**config.mk**
```make
export PLATFORM = sky130hd
export DESIGN_NAME = router_pkt_gen
export DESIGN_NICKNAME = d
export VERILOG_FILES = /design/src/rtl/router_pkg.sv /design/src/rtl/router_pkt_lfsr.sv /design/src/rtl/router_pkt_gen.sv
export SDC_FILE = /design/constraint.sdc
export NUM_CORES = 1
export LEC_CHECK = 0
export ABC_AREA = 1
export BUFFER_PORTS_ARGS = -buffer_cell sky130_fd_sc_hd__buf_2
export CAP_MARGIN = 20
export CELL_PAD_IN_SITES_DETAIL_PLACEMENT = 0
export CELL_PAD_IN_SITES_GLOBAL_PLACEMENT = 1
export CORE_MARGIN = 2
export CORE_UTILIZATION = 41
export CTS_CLUSTER_DIAMETER = 100
export DETAILED_ROUTE_END_ITERATION = 10
export PLACE_DENSITY_LB_ADDON = 0.1
export SKIP_LAST_GASP = 1
export SYNTH_ARGS = -nofsm -noshare
export SYNTH_HDL_FRONTEND = slang
export SYNTH_SLANG_ARGS = --single-unit
```
**constraint.sdc**
```tcl
create_clock -name clock -period 1.7 [get_ports clock]
set_input_delay 0.34 -clock clock [delete_from_list [all_inputs] [get_ports clock]]
set_output_delay 0.34 -clock clock [all_outputs]
set_load 0.02 [all_outputs]
```
**src/rtl/router_pkg.sv**
```systemverilog
// Shared types and constants for the router packet generator: header field
// widths, the illegal destination, the LFSR taps and the FSM state type.
package router_pkg;

  localparam int LEN_W  = 6;
  localparam int ADDR_W = 2;

  localparam logic [ADDR_W-1:0] ILLEGAL_ADDR = 2'b11;
  localparam logic [7:0]        LFSR_TAPS    = 8'hB8;

  typedef enum logic [2:0] {
    IDLE,
    HDR,
    PLD,
    PAR,
    GAP
  } state_t;

endpackage

```
**src/rtl/router_pkt_lfsr.sv**
```systemverilog
// Payload LFSR helper: seed load value (zero seed forced to 8'h01) and the
// single-step Galois shift, both purely combinational.
module router_pkt_lfsr
  import router_pkg::*;
(
  input  logic [7:0] seed,
  input  logic [7:0] cur,
  output logic [7:0] load_val,
  output logic [7:0] step_val
);

  // An all-zero state would lock the LFSR, so a zero seed starts it at 8'h01.
  assign load_val = (seed == 8'h00) ? 8'h01 : seed;
  assign step_val = cur[0] ? ((cur >> 1) ^ LFSR_TAPS) : (cur >> 1);

endmodule

```
**src/rtl/router_pkt_gen.sv**
```systemverilog
// Router packet source: header, generated payload, XOR parity, with busy
// back-pressure. Define ROUTER_PKT_GEN_LFSR_EN to build the LFSR payload mode.
module router_pkt_gen
  import router_pkg::*;
#(
  parameter int IFG_CYCLES = 2
) (
  input  logic              clock,
  input  logic              resetn,
  input  logic              start,
  input  logic [ADDR_W-1:0] dest_addr,
  input  logic [LEN_W-1:0]  payload_len,
  input  logic [7:0]        seed,
  input  logic              mode,
  input  logic              err_inject,
  input  logic              busy,
  output logic [7:0]        data_out,
  output logic              packet_valid,
  output logic              gen_busy,
  output logic              pkt_done,
  output logic              start_rej,
  output logic [15:0]       pkt_count
);

  localparam logic [3:0] GAP_LOAD = 4'(IFG_CYCLES - 1);

  state_t            state, state_nxt;
  logic [7:0]        data_nxt, parity_acc, parity_nxt, pld, pld_nxt;
  logic              valid_nxt, done_nxt, rej_nxt, lat_err, err_nxt;
  logic [15:0]       count_nxt;
  logic [LEN_W-1:0]  remaining, rem_nxt;
  logic [3:0]        gap_cnt, gap_nxt;
  logic [7:0]        first_byte, next_byte;

`ifdef ROUTER_PKT_GEN_LFSR_EN
  logic       lat_mode;
  logic [7:0] lfsr_load, lfsr_step;

  router_pkt_lfsr u_lfsr (
    .seed     (seed),
    .cur      (pld),
    .load_val (lfsr_load),
    .step_val (lfsr_step)
  );

  always_ff @(posedge clock or negedge resetn) begin
    if (!resetn)                    lat_mode <= 1'b0;
    else if (state == IDLE && start) lat_mode <= mode;
  end

  assign first_byte = mode ? lfsr_load : seed;
  assign next_byte  = lat_mode ? lfsr_step : pld + 8'd1;
`else
  logic unused_mode;
  assign unused_mode = mode;
  assign first_byte  = seed;
  assign next_byte   = pld + 8'd1;
`endif

  assign gen_busy = (state != IDLE);

  always_ff @(posedge clock or negedge resetn) begin
    if (!resetn) begin
      state        <= IDLE;
      data_out     <= 8'h00;
      packet_valid <= 1'b0;
      pkt_done     <= 1'b0;
      start_rej    <= 1'b0;
      pkt_count    <= 16'h0000;
      parity_acc   <= 8'h00;
      remaining    <= '0;
      pld          <= 8'h00;
      lat_err      <= 1'b0;
      gap_cnt      <= 4'h0;
    end else begin
      state        <= state_nxt;
      data_out     <= data_nxt;
      packet_valid <= valid_nxt;
      pkt_done     <= done_nxt;
      start_rej    <= rej_nxt;
      pkt_count    <= count_nxt;
      parity_acc   <= parity_nxt;
      remaining    <= rem_nxt;
      pld          <= pld_nxt;
      lat_err      <= err_nxt;
      gap_cnt      <= gap_nxt;
    end
  end

  // pld always holds the next payload byte to present; it is advanced only on
  // a transfer so back-pressure can never skip or repeat a byte.
  always_comb begin
    state_nxt  = state;
    data_nxt   = data_out;
    valid_nxt  = packet_valid;
    done_nxt   = 1'b0;
    rej_nxt    = 1'b0;
    count_nxt  = pkt_count;
    parity_nxt = parity_acc;
    rem_nxt    = remaining;
    pld_nxt    = pld;
    err_nxt    = lat_err;
    gap_nxt    = gap_cnt;

    case (state)
      IDLE: begin
        if (start) begin
          if (dest_addr == ILLEGAL_ADDR || payload_len == '0) begin
            rej_nxt = 1'b1;
          end else begin
            data_nxt   = {payload_len, dest_addr};
            valid_nxt  = 1'b1;
            parity_nxt = {payload_len, dest_addr};
            rem_nxt    = payload_len;
            pld_nxt    = first_byte;
            err_nxt    = err_inject;
            state_nxt  = HDR;
          end
        end
      end
      HDR, PLD: begin
        if (!busy) begin
          if (remaining != '0) begin
            data_nxt   = pld;
            parity_nxt = parity_acc ^ pld;
            rem_nxt    = remaining - 1'b1;
            pld_nxt    = next_byte;
            state_nxt  = PLD;
          end else begin
            data_nxt  = parity_acc ^ {7'b0, lat_err};
            valid_nxt = 1'b0;
            state_nxt = PAR;
          end
        end
      end
      PAR: begin
        if (!busy) begin
          data_nxt  = 8'h00;
          done_nxt  = 1'b1;
          count_nxt = pkt_count + 16'd1;
          if (IFG_CYCLES == 0) begin
            state_nxt = IDLE;
          end else begin
            gap_nxt   = GAP_LOAD;
            state_nxt = GAP;
          end
        end
      end
      GAP: begin
        if (gap_cnt == 4'h0) state_nxt = IDLE;
        else                 gap_nxt   = gap_cnt - 4'd1;
      end
      default: state_nxt = IDLE;
    endcase
  end

endmodule

```
After elaboration in Yosys (flattened, before gate mapping):

Cells that the tools add are included.

* flip-flop bits (word level): 57
* output and inout bits: 28
* word-level logic and storage cells: 88

* add/subtract/negate cells: 4
* equal/unequal tests: 13
* muxes and demuxes: 39
* bitwise gates (word level): 4
* reduce and logical (&&, ||, !) cells: 17

Operators with widths (count)
* two-way mux 8 bit: 11
* one-hot mux 8 bit (2 select lines): 2
* two-way mux 6 bit: 4
* one-hot mux 8 bit (3 select lines): 1
* AND reduction 5 bit: 4
* adder 16 x 1 -> 16 bit (second input constant): 1
* inequality test 2 bit (second input constant): 8
* two-way mux 3 bit: 5
* one-hot mux 3 bit (4 select lines): 1
* one-hot mux 6 bit (2 select lines): 1
* two-way mux 1 bit: 10
* adder 8 x 1 -> 8 bit (second input constant): 1
* two-way mux 4 bit: 2
* one-hot mux 4 bit (2 select lines): 1
* XOR 8 x 1 -> 8 bit: 1
* XOR 8 bit: 1
* equality test 3 x 2 -> 1 bit (second input constant): 2
* logical NOT 6 bit: 1
* AND reduction 3 bit: 2
* nonzero test 3 bit: 2
* nonzero test 6 bit: 1
* subtractor 6 x 1 -> 6 bit (second input constant): 1
* logical NOT 4 bit: 1
* nonzero test 2 bit: 2
* 10 further kinds: 11

Depth between registers and ports, before layout:

Gate-level depths: netlist of the first run.

* depth in word-level cells: 5
* mapped depth: 10
* gate-level depth less buffers: 9

Least setup slack after synthesis of the first run:

Ideal clock, no wire load.

* path type: register to register
* start: register remaining[0]
* end: register parity_acc[0]
* setup time: 0.121 ns
* arrival: 1.411 ns
* required time: 1.579 ns
* path slack: 0.168 ns
* cell stages (with the launch flop): 11
* path buffers: 1
* period minus slack after synthesis: 1.532 ns
* cell sequence: dfrtp_1 > inv_1 > ha_1 > nand3_2 > inv_2 > nand2_2 > nand2_4 > nor2_4 > buf_6 > nand2_1 > nand2_1

* longest elaborated chain between the ends: 3

RTL lines
* from (decl): line router_pkt_gen.sv:31 `logic [LEN_W-1:0] remaining, rem_nxt;`
* from (signal assigned): line router_pkt_gen.sv:83 `remaining <= rem_nxt;`
* nonzero test 6 bit: line router_pkt_gen.sv:123 `if (remaining != '0) begin`
* inequality test 2 bit (no source line)
* AND reduction 5 bit (no source line)
* to (signal assigned): line router_pkt_gen.sv:82 `parity_acc <= parity_nxt;`
* to (decl): line router_pkt_gen.sv:28 `logic [7:0] data_nxt, parity_acc, parity_nxt, pld, pld_nxt;`

Every way passes these cells.
A chain may end at the register's enable or synchronous reset.

Final worst setup path of the first run:

* start: register state[0]
* end: output port gen_busy

* longest elaborated chain between the ends: 1

RTL lines
* from (decl): line router_pkt_gen.sv:27 `state_t state, state_nxt;`
* from (signal assigned): line router_pkt_gen.sv:76 `state <= state_nxt;`
* nonzero test 3 bit: line router_pkt_gen.sv:60 `assign gen_busy = (state != IDLE);`
* to (decl): line router_pkt_gen.sv:19 `output logic gen_busy,`

Every way passes these cells.

==> metrics.txt, run 1 <==
die width=95.5 µm; die height=95.5 µm; RSZ-0062 raised after global routing=false; first-pass GRT wire length=14,000 µm; Die ar.=9120 µm²; synthesized instance count=475; leakage=2.23 nW; Ports=50; final setup fails=0; max-slew violation count=0; WL per Instance=13.0 µm; post-route met1 wirelength=3880 µm; Antenna Nets Post-Route=0; final worst slack=0.0967 ns; metal3 WL=297 µm; met2 wire length=4010 µm; core region area=8180 µm²; pre-CTS setup slack=0.133 ns; fillers=851; First-pass DRT Iterations=5; CTS HTree Levels=3; vias per inst=4.75; Detail Placement HPWL=5950 µm; post-layout min period=1.60 ns; Yosys reg bits=57; skew final=0.0131 ns; share of the yosys chip area belonging to registers=41.5%; Synth top area share=41.5%; Syn Std Cell Area=3430 µm²; total track usage=20.4%; Layout area overhead=18.4%; WP data arrival=1.26 ns; number of synthesized flops with an enable pin=0; layout cells sized above 1=18.4%; IO Port Bufs=48; Clock Latency Late Sink=0.34 ns; slowest CP cell=dfrtp_1; Slowest Stage Delay on Critical Path=0.43 ns; number of diodes=0; Synth Area per Inst=7.23 µm²; Worst-Margin Slew=0.322 ns; number of warnings issued by yosys=0; vias in the first global route=2,881; worst hold slack=-0.0132 ns; Critical Path RT=1.36 ns; top routing layer in use=met4; CP bufs+invs=3; relative slew slack=78.5%; Max-cap violations=0; area leader, netlist=dfrtp_1; CTS Buffer Depth=2; largest net degree at the start of global routing=58; final setup TNS=0 ns; Final Hold Viols=10; fmax=624 MHz; Iter 0 DRT Violations=85; Startpoint Class=register; root buf cell=clkbuf_8; Final nets=560; synth top area cells=dfrtp_1 42%, nand2_1 21%, inv_1 4.8%, o21bai_1 4.8%, nand3_1 4.4%; syn_nets=501; Row Count=33; crit share post-route=94.3%; Max VDD drop=0.803 mV; CP cell instances=inv_2 -> nand2_2 -> nor2_4 -> inv_1 -> buf_2; failing checks=negative hold slack; initial antenna violation count=0; total number of vias=3,056; P per Cell Area=1940 nW/µm²; clock sink count=57; CTS tree=done; Initial Util=42.0%; crit end category=output port; gpl congestion=0.801; Main synth FF type=dfrtp_1; FFs w/ async S/R, synth=100%; Worst Hold Class=primary input to async pin; hold_buf cts=0; delay-heaviest family, CP=flip-flops; count of cell types in the netlist=28; status=complete, but fails checks; CTS Buf Count=9; crit path kind=register to output port; routed wire length=8380 µm; DRC errors left=0; CP max FO=4; clk slew on worst S/H paths=0.08 ns; grt total ovfl=0
[per-stage QoR]
stage / instances / utilization, % / power [mW] / instance area (µm²)
2_1_floorplan: 475 / - / 5.51 / 3430
3_3_place_gp: 627 / 46.9 / 6.54 / 3830
3_5_place_dp: 627 / 46.9 / 6.59 / 3830
4_1_cts: 643 / 49.3 / 7.90 / 4030
5_1_grt: 644 / 49.7 / 8.74 / 4060
6_report: 644 / 49.7 / 7.89 / 4060
[sequential cells by signal, indices dropped and copies added, names as in the netlist]
register,flops
pkt_done,1
lat_err,1
gap_cnt,4
pkt_count,16
data_out,8
remaining,6
pld,8
start_rej,1
parity_acc,8
packet_valid,1
state,3
[worst paths after layout]
kind | depth (start not counted) | slack [ns] | to | from
max | 5 | 0.1 | gen_busy | state[0]
min reg2reg | 2 | 0.47 | data_out[7] | data_out[7]
max reg2reg | 9 | 0.18 | parity_acc[6] | state[2]
min | 2 | -0.01 | gap_cnt[0] | resetn
max in group asynchronous | 2 | 1.44 | remaining[1] | resetn
min in group clock | 3 | 0.24 | lat_err | err_inject
[logic make-up (layout without fill, tap and decap cells)]
kind of cell               Yosys count  count (layout)  share of synthesized area (%)
xor gates and xnor gates            22              22                           5.61
AOI/OAI and AO/OA                   47              47                           8.45
and+or+nand+nor                    284             284                           35.1
buffers and inverters               61             125                           7.87
adders and majority gates            4               4                           1.46
DFF                                 57              57                           41.5
[what timing repair did]
| action | CTS | global route |
|---|---|---|
| setup endpoints to repair | 1 | 15 |
| buffers inserted | 0 | 1 |
| hold endpoints to repair | 0 | 0 |
| resized for setup | 1 | 7 |
[cell type report]
class                   count  area (µm²)  share of cell area, %
clock buffers              10         128                   3.14
clock inverters             6        68.8                   1.69
inverters                  50         190                   4.68
multi-input cells         357        1750                   43.1
flip-flops and latches     57        1430                   35.1
well taps                 105         131                   3.23
repair buffers             59         368                   9.05
[placed cells by master, fill, tap and decap left out]
cell,synthesis,final
xor2_1,10,10
clkinv_2,0,1
xnor2_1,12,12
clkinv_4,0,3
o21ai_1,1,1
nor3_1,5,5
nor2_1,34,33
clkinvlp_4,0,1
a21oi_1,1,1
inv_4,0,1
o21ai_0,23,23
inv_2,6,5
buf_2,2,48
nand3_2,2,2
o21bai_1,22,22
buf_4,4,6
clkbuf_8,0,9
nand2_1,192,191
dfrtp_1,57,57
buf_6,3,2
nor2_2,3,2
bufinv_16,0,1
inv_1,44,44
clkbuf_1,1,1
buf_12,0,3
nor3_4,1,1
nand3_1,30,30
ha_1,4,4
nand2_2,8,9
nor3b_1,1,1
nor2_4,2,4
nand3b_1,2,2
nand4_1,3,3
nand2_4,1,1
[routing by layer]
metal  up-vias  global-route usage (%)
li1       1599                       -
met4         0                    8.21
met1      1381                    25.7
met5         -                       0
met2        61                    34.3
met3        15                    3.79
[cells in the mapped netlist, types with 5 or more instances]
| library cell | number |
|---|---|
| dfrtp_1 | 57 |
| inv_1 | 44 |
| inv_2 | 6 |
| nand2_1 | 192 |
| nand2_2 | 8 |
| nand3_1 | 30 |
| nor2_1 | 34 |
| nor3_1 | 5 |
| o21ai_0 | 23 |
| o21bai_1 | 22 |
| xnor2_1 | 12 |
| xor2_1 | 10 |
[power by group]
part           internal (mW)  total [mW]  switching (mW)
Clock                  0.682        1.29           0.604
Combinational           1.62        4.33            2.72
Sequential              1.87        2.27           0.402
Note: power is estimated with default switching activity, not from simulation.
==> inputs of run 2 (changes only) <==
--- a/config.mk
+++ b/config.mk
@@ -12,7 +12,6 @@
 export CELL_PAD_IN_SITES_GLOBAL_PLACEMENT = 1
 export CORE_MARGIN = 2
 export CORE_UTILIZATION = 41
-export CTS_CLUSTER_DIAMETER = 100
 export DETAILED_ROUTE_END_ITERATION = 10
 export PLACE_DENSITY_LB_ADDON = 0.1
 export SKIP_LAST_GASP = 1
==> constraint.sdc (replaced) <==
create_clock -name clock -period 1.73 [get_ports clock]
set_input_delay 0.346 -clock clock [delete_from_list [all_inputs] [get_ports clock]]
set_output_delay 0.346 -clock clock [all_outputs]
set_load 0.02 [all_outputs]
==> metrics.txt, run 2 (synthesis results as in run 1) <==
RSZ-0062 raised after global routing=true; post-layout min period=1.66 ns; CTS HTree Levels=3; slowest CP cell=dfrtp_1; Die ar.=9120 µm²; total number of vias=3,039; fmax=603 MHz; root buf cell=clkbuf_8; final setup fails=0; vias per inst=4.73; post-CTS setup buffer count=0; P per Cell Area=1940 nW/µm²; first-pass GRT wire length=13,900 µm; most common cell after layout, fill and taps aside=nand2_1; WP data arrival=1.31 ns; worst hold slack=-0.00885 ns; Worst-Margin Slew=0.322 ns; Max VDD drop=0.952 mV; delay-heaviest family, CP=flip-flops; Antenna Nets Post-Route=0; relative slew slack=78.5%; DRC errors left=0; Startpoint Class=register; skew final=0.00863 ns; Detail Placement HPWL=5960 µm; CP bufs+invs=3; crit end category=output port; Ports=50; Slowest Stage Delay on Critical Path=0.42 ns; Clock Latency Late Sink=0.35 ns; max-slew violation count=0; Tot Pwr=7.87 mW; failing checks=negative hold slack; die width=95.5 µm; number of diodes=0; initial antenna violation count=0; leakage=2.23 nW; routed wire length=8390 µm; pre-CTS setup slack=0.173 ns; largest net degree at the start of global routing=58; most frequent cells in the layout=192 x nand2_1, 57 x dfrtp_1, 48 x buf_2; IO Port Bufs=48; core region area=8180 µm²; Iter 0 DRT Violations=94; final worst slack=0.0721 ns; total track usage=20.1%; CP cell instances=inv_2 -> nand2_1 -> nor2_4 -> inv_1 -> buf_2; clk slew on worst S/H paths=0.07 ns; crit path kind=register to output port; crit share post-route=95.8%; design area=4070 µm²; CTS tree=done; Worst Hold Class=primary input to async pin; Row Count=33; vias in the first global route=2,883; max FFs per register=16; Critical Path RT=1.38 ns; DP Area=3830 µm²; Max-cap violations=0; Final nets=559; grt total ovfl=0; fillers=862; gpl congestion=0.817; status=complete, but fails checks; WL per Instance=13.1 µm; CP max FO=4; Layout area overhead=18.4%; CTS Buf Count=9; Most flops, register=pkt_count; Final Hold Viols=7; layout cells sized above 1=18.1%; die height=95.5 µm; Initial Util=42.0%; First-pass DRT Iterations=5; CTS Buffer Depth=2; clock sink count=57
run 2: cell type report:
class / count / area (µm²) / share of cell area (%)
multi-input combinational: 357 / 1740 / 42.9
sequential: 57 / 1430 / 35.1
timing repair buffer: 58 / 357 / 8.77
inverter: 50 / 190 / 4.68
clock buffer: 10 / 138 / 3.38
tap: 105 / 131 / 3.23
clock inverter: 5 / 80.1 / 1.97
run 2: metrics by stage:
step           utilization [%]  setup TNS (ns)  cells
2_1_floorplan                -               0    475
3_3_place_gp              46.9               0    627
3_5_place_dp              46.9               0    627
4_1_cts                   49.6               0    642
5_1_grt                   49.7         -0.0243    642
6_report                  49.7               0    642
run 2: worst paths after layout:
path | startpoint | end | slack (ns) | cells after the start
setup / recovery | state[1] | gen_busy | 0.07 | 5
max in group asynchronous | resetn | pld[1] | 1.47 | 2
setup reg to reg | state[2] | data_out[7] | 0.12 | 8
hold / removal | resetn | packet_valid | -0.009 | 2
min in group clock | err_inject | lat_err | 0.24 | 3
hold reg to reg | packet_valid | packet_valid | 0.47 | 2
run 2: worst register-to-register path, cell delays in order (launching register included):
cell and delay, ns:
dfrtp_1 0.47, inv_2 0.15, nand2_2 0.08, nor2_2 0.19, buf_4 0.30, nand3_1 0.16
nand2_1 0.09, nand2_1 0.05, nand2_1 0.06
run 2: per-layer routing:
metal  vias up  track usage, %  routed length [µm]
met5         -               0                   0
li1       1598               -                   -
met3        12            4.03                 294
met2        50            33.9                4020
met1      1379            25.2                3950
met4         0            8.10                 127
run 2: power by group:
part           internal, mW  leakage, nW  switching [mW]
logic                  1.55         1.39            2.68
registers              1.84        0.727           0.399
clock network         0.839        0.104           0.570
total                  4.23         2.23            3.65
run 2: timing repair:
action / 4_1_cts / 5_1_grt
endpoints found under the setup margin: 1 / 6
gates resized for setup: 1 / 4
cloned: 0 / 0
pin swaps: 0 / 0
hold buffers: 0 / 0
